$ cat config.mk
export PLATFORM = sky130hd
export DESIGN_NAME = edge_output_streamer
export DESIGN_NICKNAME = d
export VERILOG_FILES = /design/src/rtl/edge_output_streamer.sv
export SDC_FILE = /design/constraint.sdc
export NUM_CORES = 1
export LEC_CHECK = 0
export ABC_AREA = 1
export BUFFER_PORTS_ARGS = -buffer_cell sky130_fd_sc_hd__buf_4
export CAP_MARGIN = 5
export CORE_MARGIN = 8
export CORE_UTILIZATION = 50
export DETAILED_ROUTE_END_ITERATION = 16
export HOLD_SLACK_MARGIN = 0.02
export PLACE_DENSITY_LB_ADDON = 0.1
export SYNTH_ARGS = -nofsm -noshare
export SYNTH_HDL_FRONTEND = slang
export SYNTH_SLANG_ARGS = --single-unit
$ cat constraint.sdc
create_clock -name clk_i -period 4.3 [get_ports clk_i]
set_input_delay 0.86 -clock clk_i [delete_from_list [all_inputs] [get_ports clk_i]]
set_output_delay 0.86 -clock clk_i [all_outputs]
set_load 0.05 [all_outputs]
$ cat src/rtl/edge_output_streamer.sv
// Streams one image of gradient results from the gradient memory out as an Avalon-ST packet.
// A 2-entry prefetch FIFO keeps one beat per cycle flowing with a single-cycle memory read latency.
module edge_output_streamer #(
  parameter int DATA_W    = 8,
  parameter int ADDR_W    = 12,
  parameter int PIX_COUNT = 3844
) (
  input  logic              clk_i,
  input  logic              rst_i,
  input  logic              dataAvailable_i,
  output logic              memGrd_o,
  output logic [ADDR_W-1:0] memGaddr_o,
  input  logic [DATA_W-1:0] memGrdData_i,
  output logic              src_valid_o,
  input  logic              src_ready_i,
  output logic [DATA_W-1:0] src_data_o,
  output logic              src_sop_o,
  output logic              src_eop_o,
  output logic              outputSent_o,
  output logic              busy_o
);

  localparam int CNT_W = ADDR_W + 1;
  localparam logic [CNT_W-1:0] TOTAL = CNT_W'(PIX_COUNT);
  localparam logic [CNT_W-1:0] LAST  = CNT_W'(PIX_COUNT - 1);

  typedef enum logic [1:0] {IDLE, STREAM, DONE} state_t;

  state_t            state_q, state_d;
  logic              dav_q, armed_q;
  logic [CNT_W-1:0]  rd_cnt_q, rd_cnt_d;
  logic              infl_q, infl_d;
  logic              infl_sop_q, infl_sop_d;
  logic              infl_eop_q, infl_eop_d;
  logic [DATA_W-1:0] fdata_q [2];
  logic [DATA_W-1:0] fdata_d [2];
  logic [1:0]        fsop_q, fsop_d;
  logic [1:0]        feop_q, feop_d;
  logic              wr_ptr_q, wr_ptr_d;
  logic              rd_ptr_q, rd_ptr_d;
  logic [1:0]        occ_q, occ_d;

  logic       rise;
  logic       pop;
  logic       push;
  logic       issue;
  logic [2:0] pend;

  // armed_q blocks a level that is already high when reset releases from counting as a rise
  assign rise = dataAvailable_i & ~dav_q & armed_q;

  always_comb begin
    state_d    = state_q;
    rd_cnt_d   = rd_cnt_q;
    infl_d     = 1'b0;
    infl_sop_d = infl_sop_q;
    infl_eop_d = infl_eop_q;
    fdata_d    = fdata_q;
    fsop_d     = fsop_q;
    feop_d     = feop_q;
    wr_ptr_d   = wr_ptr_q;
    rd_ptr_d   = rd_ptr_q;

    src_valid_o = (occ_q != 2'd0);
    pop         = src_valid_o & src_ready_i;
    push        = infl_q;
    pend        = {1'b0, occ_q} + {2'b00, infl_q} - {2'b00, pop};
    issue       = (state_q == STREAM) && (rd_cnt_q < TOTAL) && (pend < 3'd2);

    if (issue) begin
      rd_cnt_d   = rd_cnt_q + 1'b1;
      infl_d     = 1'b1;
      infl_sop_d = (rd_cnt_q == '0);
      infl_eop_d = (rd_cnt_q == LAST);
    end
    if (push) begin
      fdata_d[wr_ptr_q] = memGrdData_i;
      fsop_d[wr_ptr_q]  = infl_sop_q;
      feop_d[wr_ptr_q]  = infl_eop_q;
      wr_ptr_d          = ~wr_ptr_q;
    end
    if (pop) begin
      rd_ptr_d = ~rd_ptr_q;
    end
    occ_d = occ_q + 2'(push) - 2'(pop);

    unique case (state_q)
      IDLE: begin
        if (rise) begin
          state_d  = STREAM;
          rd_cnt_d = '0;
          occ_d    = '0;
          wr_ptr_d = 1'b0;
          rd_ptr_d = 1'b0;
        end
      end
      STREAM: begin
        if (pop && feop_q[rd_ptr_q]) begin
          state_d = DONE;
        end
      end
      DONE: begin
        state_d  = IDLE;
        rd_cnt_d = '0;
      end
      default: state_d = IDLE;
    endcase
  end

  always_ff @(posedge clk_i) begin
    if (!rst_i) begin
      state_q    <= IDLE;
      dav_q      <= 1'b0;
      armed_q    <= 1'b0;
      rd_cnt_q   <= '0;
      infl_q     <= 1'b0;
      infl_sop_q <= 1'b0;
      infl_eop_q <= 1'b0;
      fdata_q[0] <= '0;
      fdata_q[1] <= '0;
      fsop_q     <= '0;
      feop_q     <= '0;
      wr_ptr_q   <= 1'b0;
      rd_ptr_q   <= 1'b0;
      occ_q      <= '0;
    end else begin
      state_q    <= state_d;
      dav_q      <= dataAvailable_i;
      armed_q    <= armed_q | ~dataAvailable_i;
      rd_cnt_q   <= rd_cnt_d;
      infl_q     <= infl_d;
      infl_sop_q <= infl_sop_d;
      infl_eop_q <= infl_eop_d;
      fdata_q    <= fdata_d;
      fsop_q     <= fsop_d;
      feop_q     <= feop_d;
      wr_ptr_q   <= wr_ptr_d;
      rd_ptr_q   <= rd_ptr_d;
      occ_q      <= occ_d;
    end
  end

  assign memGrd_o     = issue;
  assign memGaddr_o   = rd_cnt_q[ADDR_W-1:0];
  assign src_data_o   = src_valid_o ? fdata_q[rd_ptr_q] : '0;
  assign src_sop_o    = src_valid_o & fsop_q[rd_ptr_q];
  assign src_eop_o    = src_valid_o & feop_q[rd_ptr_q];
  assign outputSent_o = (state_q == DONE);
  assign busy_o       = (state_q != IDLE);

endmodule
==> results.txt, run 1 <==
The path category of the worst min-delay check is flip-flop to flip-flop. The site row count came out at 24. The first-pass detailed-route iteration total is 5. The run finished with clean final reports.

The depth of the most critical reg-to-reg path is 16. The compound-gate portion of the synthesized area came out at between 8 and 9%. The clock tree skew after final layout is about 0.0048 ns.

The pin slew with the least headroom to its limit came out at 0.489 ns. The Yosys step of the flow raised 0 warnings. The post-CTS resize count is 0.

The estimated wirelength of the detail-placed design came out at 3720 um. The largest fanout on the critical path is 14. After synthesis, the largest family of logic cells by area is simple AND/OR/NAND/NOR gates. The worst relative slew slack came out at about 67%. The die covers 0.00699 mm^2.

Summing the areas of all and, or, nand and nor instances in the mapped netlist gives approximately a third of the synthesized area. The most repeated library cell on the critical path is inv_1. The total power divided by cell area is 386 mW/mm^2. Of the cells placed in the final design, the portion with a size suffix greater than 1 is about 16%. The critical-path cell with the highest stage delay is fa_1. The pin count of the biggest net entering global routing came out at 26. The number of input and output port buffers inserted came out at 37. After detailed placement, the total cell area comes to 0.00250 mm^2. The sequential area share after synthesis came out at a little under 40%. The share of synthesized area spent on multiplexers came out at 0%. The number of max-capacitance violations reported is 0. The synthesized net count is 359. The count of flip-flops with a built-in enable after synthesis is 0.

The count of vias placed by the detailed router came out at 2057. The post-route minimum period came out at 3.84 ns. Once detail routing completed, the nets flagged for antenna violations numbered 0. The total grt overflow came out at 0.

For this block, the routed nets add up to between 5000 and 6000 um of wire. The startpoint type of the worst setup path is an input pin. In the routed layout, each cell is associated on average with a via count of 4.92. Setup slack on the critical path of the routed design comes to 0.460 ns. Buffers inserted to repair hold after CTS numbered 0.

The mean instance size in the synthesized netlist came out at 6.72 um^2. For the worst setup path, the data required time is between 3 and 4 ns. The number of antenna violations at the first check in global routing was 0. The number of top-level pins is 38. The area share of fa/ha/maj cells after synthesis is 4.16%. The number of placed cells counting well taps is 410. The area growth from synthesis to layout came out at 15.2%. The floorplan step set the die width to between 80 and 90 um.

Traced cell by cell, the critical path runs through buf_4, inv_1, nor2_1, ha_1, inv_1, ha_1, inv_1, fa_1, nand2_1, nor2_4, nand3_4, inv_1, buf_4. Setup repair after global routing left no endpoint under its margin. The sum of internal, switching and leakage power is roughly 1.0 mW. The placement-stage worst setup slack came out at roughly 0.46 ns. The maximum vdd drop is 0.000218 V.

The synthesized netlist cell count came out at 340. Data arrives at the worst endpoint at ~3.0 ns. Clock tree synthesis selected as its root buffer the cell clkbuf_8. The net count reported at finish is 384. Leaving out filler cells and counting taps, the final layout contains about 420.

The critical path in this run is classified as input pin to output pin. The wire length per cell is 12.3 um. The commonest cells after synthesis are nand2_1 (76), nor2_1 (73), dfxtp_1 (44). The synthesized netlist contains 25 unique library cells. The wire length of the first global-routing pass is 9250 um. The clock tree synthesis step divided the H-tree into 2 levels. The aggregate negative setup slack is 0 ns. Once the floorplan was initialized, standard cells occupied 52.1% of the core. The number of pins with negative max-slew slack in the final report came out at 0.

The number of design rule violations left after detail routing came out at 0. The via count of the first global-routing pass came out at between 2000 and 2500. After synthesis the cells add up to roughly 0.0023 mm^2.

The post-synthesis share of cell area spent on xor and xnor gates is less than 1%. The sink count of the clock tree is between 40 and 50. Among all cell types in the netlist, the one instantiated most often is nand2_1. The insertion delay to the later sink of the worst-skew pair came out at 0.29 ns. The area share of the largest cell type after synthesis came out at between 30 and 40%. The CTS buffer count came out at 5.

In the post-synthesis netlist, the biggest area contributors are dfxtp_1 (39%), nand2_1 (12%), nor2_1 (12%), inv_1 (7.1%), o21ai_0 (4.8%). The number of buffers inserted to repair setup after CTS came out at 0. 0 antenna diodes ended up in the layout.

At the end of routability-driven placement, the weighted congestion stood at about 0.9. In this run the deepest clock path goes through 2 buffers. For this run, the top clock speed supported by timing is 260 MHz. The total count of hold-check failures in the final report is 0. The leakage dissipation came out at between 1 and 1.5 nW. The clock tree from TritonCTS is done. The worst setup path is captured at an output pin. The area of the core is 0.00438 mm^2. The delay of the slowest cell on the worst path came out at 0.50 ns. After synthesis, the share of flip-flops with an asynchronous set or reset is 0%.

After layout, the worst path uses between 80% and 90% of the clock period. The clock transition at the registers of the reported paths is 0.08 ns. The global-route usage over all layers is 15.5%.

In this run, synthesis produced a sequential element count of 44. The most used flip-flop cell after synthesis is dfxtp_1. dfxtp_1 takes more of the synthesized area than any other cell.

The instance count along the most critical hold path is 2. The cell area after layout is 0.00263 mm^2. The final-report setup violation count is 0.

The die extent in y is between 80 and 90 um. The count of routing violations after the opening detailed-route iteration came out at 81.
[state kept, by name, indices dropped and copies added, names as in the netlist, 2 cells and up]
register,flops
fsop_q,2
feop_q,2
occ_q,2
fdata_q,16
rd_cnt_q,13
state_q,2
[layer usage]
layer	track usage, %	share of wire (%)
met1	17.7	44
met2	26.4	47
met3	4.88	6.6
met4	5.18	1.5
met5	0	0
[logic make-up (layout without fill, tap and decap cells)]
kind of cell | after synthesis | after routing
AOI/OAI and AO/OA | 39 | 39
DFF | 44 | 44
buffers and inverters | 68 | 94
and+or+nand+nor | 180 | 180
xor gates and xnor gates | 2 | 2
adders and majority gates | 7 | 7
[area by class of cell]
type	instances	area, um^2
fill	440	1750
tap	52	65.1
inverter	48	180
timing repair buffer	38	285
sequential	44	881
multi-input combinational	228	1090
clock inverter	1	30.0
clock buffer	7	96.3
[power by group]
group / total, mW / internal [mW] / switching (mW)
Clock: 0.344 / 0.205 / 0.139
Combinational: 0.225 / 0.0691 / 0.156
Sequential: 0.446 / 0.429 / 0.0177
Total: 1.02 / 0.703 / 0.313
[worst paths after layout]
kind,start,end,slack (ns)
worst min register to register,armed_q,armed_q,0.48
worst min-delay path,armed_q,armed_q,0.48
worst max register to register,occ_q[1],rd_cnt_q[9],1.60
worst max-delay path,src_ready_i,memGrd_o,0.46
[placed cells by master, fill, tap and decap left out]
cell type / count
o21ai_0: 22
nor2_8: 1
fa_1: 1
nand3_1: 10
nand2_2: 1
bufinv_16: 1
nor3_1: 8
nor2_1: 73
inv_1: 43
inv_2: 4
nand4_1: 4
ha_1: 6
a21oi_1: 17
nor2_4: 3
clkinv_1: 1
nand3_2: 1
xor2_1: 2
clkbuf_8: 7
dfxtp_1: 44
nor4_1: 1
nand3_4: 1
nand2_1: 76
buf_4: 38
nor3_4: 1
[stage by stage]
step | hold WS, ns | util, %
2_1_floorplan | 0.439 | -
3_5_place_dp | 0.465 | 57.1
3_3_place_gp | 0.458 | 57.1
6_report | 0.477 | 60.0
4_1_cts | 0.484 | 60.0
5_1_grt | 0.524 | 60.0
[worst max-delay path, delay by kind of cell]
| family | cells | cell delay, ns |
|---|---|---|
| simple gates | 4 | 0.67 |
| buf+inv | 6 | 0.54 |
| fa+ha+maj | 3 | 0.90 |
Power figures use the tool's default switching activity.
==> inputs of run 2 (changes only) <==
==> constraint.sdc (replaced) <==
create_clock -name clk_i -period 4.3 [get_ports clk_i]
set_input_delay 0.43 -clock clk_i [delete_from_list [all_inputs] [get_ports clk_i]]
set_output_delay 0.43 -clock clk_i [all_outputs]
set_load 0.05 [all_outputs]
==> run 2 against run 1 <==
Setup slack gained 0.51 ns. Worst hold slack lost 0.14 ns. Largest power group unchanged. Clock-buffer cell count is the same. Maximum frequency grew 15%. Combinational power is essentially flat. Clock power is essentially flat. Cell count is the same. Die area is the same. Power shrank 0.54%. Sequential cell count is the same. Clock skew grew 0.0018 ns. Routed wire length shrank 3.6%.
==> results.txt, run 2 (same netlist as run 1, synthesis figures left out) <==
The number of buffer and inverter instances along the worst setup path came out at 5 (was 6). The delay of the slowest cell on the worst path came out at 0.50 ns (about the same). The clock tree buffer depth was 2 (unchanged). The startpoint-to-endpoint class of the critical path is flip-flop to output pin (was input pin to output pin). The pin slew with the least headroom to its limit is 0.423 ns (was 0.489 ns). The estimated wirelength of the detail-placed design came out at 3700 um (was 3720 um). The number of antenna violations at the first check in global routing came out at 0 (unchanged).

The global-route usage over all layers came out at 15.1% (was 15.5%). The count of vias placed by the detailed router came out at 2024 (was 2057). The aggregate negative setup slack is 0 ns (unchanged).

The antenna diode instance count is 0 (unchanged). The number of max-capacitance violations reported came to 0 (unchanged). The root cell of the clock tree is clkbuf_8 (unchanged). The total power divided by cell area is 384 mW/mm^2 (was 386 mW/mm^2). The arrival time of data at the critical path endpoint is 2.90 ns (was 2.98 ns).

The final-report setup violation count was 0 (unchanged). The number of levels the H-tree was split into came out at 2 (unchanged). The wire length after detailed routing came out at 4970 um (was 5150 um). Unrepaired setup endpoints after global routing: no (unchanged). The net count reported at finish was 384 (unchanged). The post-route minimum period was 3.33 ns (was 3.84 ns).

The post-CTS resize count is 0 (unchanged). The final cycle utilization of the critical path came out at 77.4% (was 89.3%). The area of the core is 0.00438 mm^2 (unchanged). The most flop-heavy register is fdata_q (unchanged). The total count of hold-check failures in the final report came out at 0 (unchanged).

The critical path required time came out at 3.87 ns (was 3.44 ns). The startpoint type of the worst setup path is a flip-flop (was input pin). The critical path's top delay family is adder cells (unchanged). The via count normalized by instance count is 4.84 (was 4.92). The number of input and output port buffers inserted came out at 37 (unchanged). The critical-path cell with the highest stage delay is fa_1 (unchanged). Largest registers: fdata_q x16, rd_cnt_q x13 (unchanged). The floorplan die area came out at 0.00699 mm^2 (unchanged).

The wire length of the first global-routing pass was 9090 um (was 9250 um). The worst relative slew slack was 71.8% (was 67.1%). Result of the run: completed (unchanged). The area growth from synthesis to layout is 15.2% (unchanged). The number of design rule violations left after detail routing came out at 0 (unchanged).

The clock tree skew after final layout came out at 0.00663 ns (was 0.00485 ns). The starting utilization of the core area is 52.1% (unchanged). The path category of the worst min-delay check is input pin to flip-flop (was flip-flop to flip-flop). The number of flip-flops under the largest register name is 16 (unchanged). The die outline width is 83.6 um (unchanged). The share of final-layout standard cells stronger than drive strength 1 is 15.8% (unchanged). The number of buffers inserted to repair setup after CTS is 0 (unchanged). The critical path endpoint category is an output pin (unchanged). The remaining antenna violation count after routing came out at 0 (unchanged). The hold buffer count at cts is 0 (unchanged).

The insertion delay to the later sink of the worst-skew pair is 0.29 ns (about the same). The routability-driven placement congestion ratio is 0.859 (was 0.888). The total grt overflow is 0 (unchanged). The number of cells in the finished layout apart from fillers is 418 (unchanged). The wire length per cell came out at 11.9 um (was 12.3 um). The maximum vdd drop is 0.000183 V (was 0.000218 V).

The number of top-level pins is 38 (unchanged). The CTS buffer count came out at 5 (unchanged). The largest fanout on the critical path came out at 14 (unchanged).

The sink count of the clock tree came out at 44 (unchanged). The most common cell after layout, fill and taps aside was nand2_1 (unchanged). The count of routing violations after the opening detailed-route iteration is 110 (was 81).

The number of pins with negative max-slew slack in the final report came out at 0 (unchanged). The most repeated library cell on the critical path is inv_1 (unchanged). The number of placed cells counting well taps is 410 (unchanged). Most frequent cells in the layout: nand2_1 (76), nor2_1 (73), dfxtp_1 (44) (unchanged). The clock tree from TritonCTS is done (unchanged). The clock transition at the registers of the reported paths came out at 0.08 ns (about the same). The fmax came out at 300 MHz (was 260 MHz). The pin count of the biggest net entering global routing is 26 (unchanged). The die extent in y is 83.6 um (unchanged). Critical path, cell by cell: nor2_1, buf_4, nor2_1, ha_1, inv_1, ha_1, inv_1, fa_1, nand2_1, nor2_4, nand3_4, inv_1, buf_4 (was buf_4, inv_1, nor2_1, ha_1, inv_1, ha_1, inv_1, fa_1, nand2_1, nor2_4, nand3_4, inv_1, buf_4).

The leakage dissipation is 1.24 nW (unchanged). The site row count is 24 (unchanged). The first-pass detailed-route iteration total was 4 (was 5). The via count of the first global-routing pass is 2059 (was 2036).
==> run 2: through the flow <==
step                hold WS (ns)  utilization, %  cell area (um^2)  worst slack, ns  power [mW]
floorplan                  0.439               -              2280             1.59       0.624
global placement           0.460            57.1              2500             1.32       0.675
detailed placement         0.473            57.1              2500             1.28       0.678
CTS                        0.337            60.0              2630            0.952        1.02
global route               0.342            60.0              2630            0.685        1.07
finish                     0.341            60.0              2630            0.970        1.01
==> run 2: area by class of cell <==
type                       instances  area [um^2]
fill                             440         1750
multi-input combinational        228         1090
sequential                        44          881
timing repair buffer              38          285
inverter                          48          180
clock buffer                       7         96.3
tap                               52         65.1
clock inverter                     1         30.0
==> run 2: power breakdown <==
part | switching [mW] | leakage [nW] | internal, mW | total [mW]
clock | 0.138 | 0.0645 | 0.205 | 0.343
sequential | 0.0170 | 0.356 | 0.429 | 0.446
combinational | 0.153 | 0.817 | 0.0691 | 0.222
total | 0.307 | 1.24 | 0.703 | 1.01
==> run 2: worst paths after layout <==
| kind | slack (ns) | to | start | cells after the start |
|---|---|---|---|---|
| setup / recovery | 0.97 | memGrd_o | occ_q[1] | 13 |
| hold / removal | 0.34 | dav_q | dataAvailable_i | 3 |
| setup reg to reg | 1.64 | rd_cnt_q[9] | occ_q[1] | 15 |
| hold reg to reg | 0.48 | fsop_q[1] | infl_sop_q | 2 |
==> run 2: worst reg2reg max path, cell delays in order (launching register included) <==
cell	delay (ns)
dfxtp_1	0.38
nor2_1	0.05
buf_4	0.17
nor2_1	0.19
ha_1	0.27
inv_1	0.06
ha_1	0.13
inv_1	0.05
fa_1	0.50
nand2_1	0.09
nor2_4	0.19
nand2_1	0.12
nor2_1	0.15
nand3_1	0.09
nand2_1	0.08
nor2_1	0.04
==> run 2: per-layer routing <==
metal	track usage, %	vias to the layer above	share of wire (%)
li1	-	1083	-
met1	17.0	892	45
met2	25.9	44	48
met3	4.88	5	6.6
met4	5.49	0	0.87
met5	0	-	0
==> inputs of run 3 (changes only) <==
- ABC_AREA: 1 -> 0
- clock period: 4.3 -> 3.2 ns (I/O delays scaled with it)
==> run 3 against run 2 <==
Non-clock buffer count unchanged. Sequential share of layout area increased by 1.8 points. Power increased by 27%. Synthesized cell count decreased by 33%. Setup slack got worse by 0.75 ns. Cell count decreased by 27%. Critical path type unchanged. Combinational power increased by 7%. Highest routed layer unchanged. Critical path depth decreased by 2. Die area decreased by 5.6%. Utilization increased by 1.5 points.
==> results.txt, run 3 <==
The number of placed cells counting well taps was 299 (was 410). The share of synthesized area spent on multiplexers is 15.1% (was 0%). The fmax came out at 335 MHz.

The synthesized net count came to 248 (was 359). The number of levels the H-tree was split into is 2 (unchanged). Unrepaired setup endpoints after global routing: no (unchanged).

The placement-stage worst setup slack is 0.325 ns (was 1.28 ns). The critical path endpoint category is an output pin (unchanged). Dividing the final minimum period by the clock period gives 93.2%. The estimated wirelength of the detail-placed design came out at 3090 um (was 3700 um). The number of input and output port buffers inserted was 37 (unchanged). The post-route minimum period came out at around 3.0 ns.

The number of top-level pins came to 38 (unchanged). The part of the power in combinational logic is 18.6% (was 22.0%). The wire length per cell came to 14.2 um (was 11.9 um). The worst relative slew slack is 42.5% (was 71.8%). The pin count of the biggest net entering global routing is 24 (was 26).

The sink count of the clock tree came out at 44 (unchanged). Cell types occupying the most area after synthesis: dfxtp_1 (41%), mux2i_1 (15%), nor2_1 (7.1%), buf_4 (4.2%), ha_1 (3.5%) (was dfxtp_1 (39%), nand2_1 (12%), nor2_1 (12%), inv_1 (7.1%), o21ai_0 (4.8%)). The compound-gate portion of the synthesized area is 7.66% (was 8.55%). The routability-driven placement congestion ratio is 0.751 (was 0.859). The dominant combinational cell family by area after synthesis is simple AND/OR/NAND/NOR gates (unchanged). The startpoint-to-endpoint class of the critical path is flip-flop to output pin (unchanged). The critical path required time came out at 2.88 ns (was 3.87 ns).

The count of flip-flops with a built-in enable after synthesis is 0 (unchanged). The via count normalized by instance count is 5.25 (was 4.84). The final-report setup violation count came out at 0 (unchanged). The final design utilization came out at 61.5% (was 60.0%).

Result of the run: completed (unchanged). The first-pass detailed-route iteration total came out at 4 (unchanged). The floorplan die area came to 0.00659 mm^2 (was 0.00699 mm^2). The critical-path cell with the highest stage delay is fa_1 (unchanged). The flip-flop and latch count after synthesis is 44 (unchanged). The antenna diode instance count came out at 0 (unchanged). Critical path, cell by cell: o21ai_2, inv_1, ha_1, inv_1, ha_1, inv_1, fa_1, and4bb_4, nand2_2, nor2_4, buf_4 (was nor2_1, buf_4, nor2_1, ha_1, inv_1, ha_1, inv_1, fa_1, nand2_1, nor2_4, nand3_4, inv_1, buf_4). The wire length of the first global-routing pass came out at 7210 um (was 9090 um). The sequential share of power is 46.5% (was 44.1%). The total power divided by cell area was 515 mW/mm^2 (was 384 mW/mm^2). The hold buffer count at cts came out at 0 (unchanged).

The largest fanout on the critical path was 5 (was 14). The most frequent cell after synthesis is dfxtp_1 (was nand2_1). Most frequent cells after synthesis: dfxtp_1 (44), nor2_1 (40), mux2i_1 (32) (was nand2_1 (76), nor2_1 (73), dfxtp_1 (44)).

The clock tree from TritonCTS was done (unchanged). The number of antenna violations at the first check in global routing came out at 0 (unchanged). The area of the core is 0.00406 mm^2 (was 0.00438 mm^2).

The count of synthesis-stage warnings from yosys was 0 (unchanged). The total count of hold-check failures in the final report came out at 0 (unchanged). The number of max-capacitance violations reported is 0 (unchanged). The path category of the worst min-delay check is input pin to flip-flop (unchanged). The synthesized netlist cell count is 229 (was 340). The count of distinct cell types in the synthesized netlist came out at 42 (was 25). The delay of the slowest cell on the worst path came out at 0.50 ns (about the same).

The post-synthesis share of cell area spent on xor and xnor gates is 2.12% (was 0.767%). Most frequent cells in the layout: dfxtp_1 (43), nor2_1 (39), buf_4 (38) (was nand2_1 (76), nor2_1 (73), dfxtp_1 (44)). The root cell of the clock tree was clkbuf_8 (unchanged).

The number of buffers inserted to repair setup after CTS came out at 0 (unchanged). The switching share of power is 28.5% (was 30.4%). The pin slew with the least headroom to its limit came out at 0.859 ns (was 0.423 ns). The CTS buffer count is 5 (unchanged). The global-route usage over all layers came out at 14.0% (was 15.1%).

The maximum vdd drop came out at 0.000312 V (was 0.000183 V). The net count reported at finish is 275 (was 384). The count of routing violations after the opening detailed-route iteration is 113 (was 110). The share of final-layout standard cells stronger than drive strength 1 came to 23.3% (was 15.8%). The total grt overflow is 0 (unchanged). The clock transition at the registers of the reported paths is 0.09 ns (was 0.08 ns). The fraction of registers with async set/reset is 0% (unchanged). The area growth from synthesis to layout came out at 17.5% (was 15.2%). The most common cell after layout, fill and taps aside was dfxtp_1 (was nand2_1). The top flip-flop cell by instance count after synthesis is dfxtp_1 (unchanged). The startpoint type of the worst setup path is a flip-flop (unchanged). The wire length after detailed routing is 4370 um (was 4970 um). The clock share of power was 34.9% (was 33.9%). The most flop-heavy register was fdata_q (unchanged). The area share of fa/ha/maj cells after synthesis came to 4.48% (was 4.16%).

The net switching power came out at 0.365 mW (was 0.307 mW). The site row count came out at 23 (was 24). The post-synthesis simple-gate area fraction is 21.4% (was 34.4%).

The arrival time of data at the critical path endpoint came out at 2.66 ns (was 2.90 ns). The die extent in y came out at 81.2 um (was 83.6 um). The clock tree buffer depth is 2 (unchanged). The starting utilization of the core area came out at 52.4% (was 52.1%).

The setup slack of the critical path after layout was 0.218 ns (was 0.970 ns). The via count of the first global-routing pass came to 1509 (was 2059). The number of cells in the finished layout apart from fillers came out at 307 (was 418). The cell area after synthesis is 0.00212 mm^2 (was 0.00228 mm^2). The number of pins with negative max-slew slack in the final report came to 0 (unchanged). The sequential area share after synthesis was 41.5% (was 38.6%). The internal power contribution came out at 0.919 mW (was 0.703 mW).

The clock tree skew after final layout is 0.0116 ns (was 0.00663 ns). The most repeated library cell on the critical path was inv_1 (unchanged). The leakage dissipation is 0.969 nW (was 1.24 nW). The most area-hungry cell type in the Yosys netlist is dfxtp_1 (unchanged). The number of flip-flops under the largest register name came out at 16 (unchanged). The area share of the largest cell type after synthesis is 41.5% (was 38.6%). The die outline width is 81.2 um (was 83.6 um). Largest registers: fdata_q x16, rd_cnt_q x13 (unchanged). The remaining antenna violation count after routing came to 0 (unchanged). The number of design rule violations left after detail routing came out at 0 (unchanged). The aggregate negative setup slack came out at 0 ns (unchanged). The mean instance size in the synthesized netlist is 9.28 um^2 (was 6.72 um^2). The insertion delay to the later sink of the worst-skew pair is 0.30 ns (was 0.29 ns). The count of vias placed by the detailed router came out at 1612 (was 2024).
## run 3: cell count changes in the layout (fill, tap and decap cells not counted), moves of 6 or more
cell     delta
nand3_1     -9
inv_1      -29
a21oi_1     -9
mux2i_1    +32
nor2_1     -34
o21ai_0    -15
nor3_1      -6
nand2_1    -65
## run 3: worst max-delay path: cells and delay by family, from the launching register on
kind | cells | cell delay, ns
DFF | 1 | 0.38
and+or+nand+nor | 3 | 0.56
AOI/OAI and AO/OA | 1 | 0.13
adders and majority gates | 3 | 0.89
buffers and inverters | 4 | 0.38
## run 3: path summary, 6_finish.rpt
check | start | depth (start not counted) | end | slack, ns
max | occ_q[1] | 11 | memGrd_o | 0.22
min | dataAvailable_i | 2 | armed_q | 0.21
max reg2reg | occ_q[1] | 11 | rd_cnt_q[6] | 0.46
min reg2reg | armed_q | 2 | armed_q | 0.46
## run 3: timing repair
item / 4_1_cts / 5_1_grt
endpoints found under the setup margin: 1 / 1
pin swaps: 0 / 0
resized for setup: 1 / 4
## run 3: cell families (layout without fill, tap and decap cells)
kind of cell | after synthesis | after routing
simple gates | 85 | 85
flops | 44 | 44
mux | 32 | 32
buf+inv | 32 | 60
compound gates | 26 | 26
fa+ha+maj | 7 | 7
xor+xnor | 3 | 3
## run 3: layout make-up
type | instances | area, um^2
well taps | 50 | 62.6
flip-flops and latches | 44 | 882
clock inverters | 2 | 38.8
fillers | 374 | 1560
repair buffers | 38 | 285
multi-input cells | 153 | 1090
inverters | 14 | 52.6
clock buffers | 6 | 82.6
## run 3: routing by layer
layer,track usage (%),vias to the layer above,share of wire [%]
met5,0,-,0
met4,5.36,0,1.4
met3,4.53,7,4.5
met2,19.9,25,43
met1,19.0,747,51
li1,-,833,-
## run 3: per-stage QoR
step                area, um^2  power (mW)  hold WS, ns
CTS                       2490        1.30        0.202
floorplan                 2130       0.781        0.412
finish                    2500        1.28        0.210
global placement          2360       0.842        0.443
global route              2500        1.35        0.191
detailed placement        2360       0.845        0.447
## run 3: power by group through the flow
stage	Clock (mW)	Combinational, mW	Sequential (mW)
finish	0.449	0.238	0.597
global route	0.486	0.261	0.602
CTS	0.461	0.238	0.596
detailed placement	0	0.236	0.609
global placement	0	0.234	0.608
floorplan	0	0.187	0.594
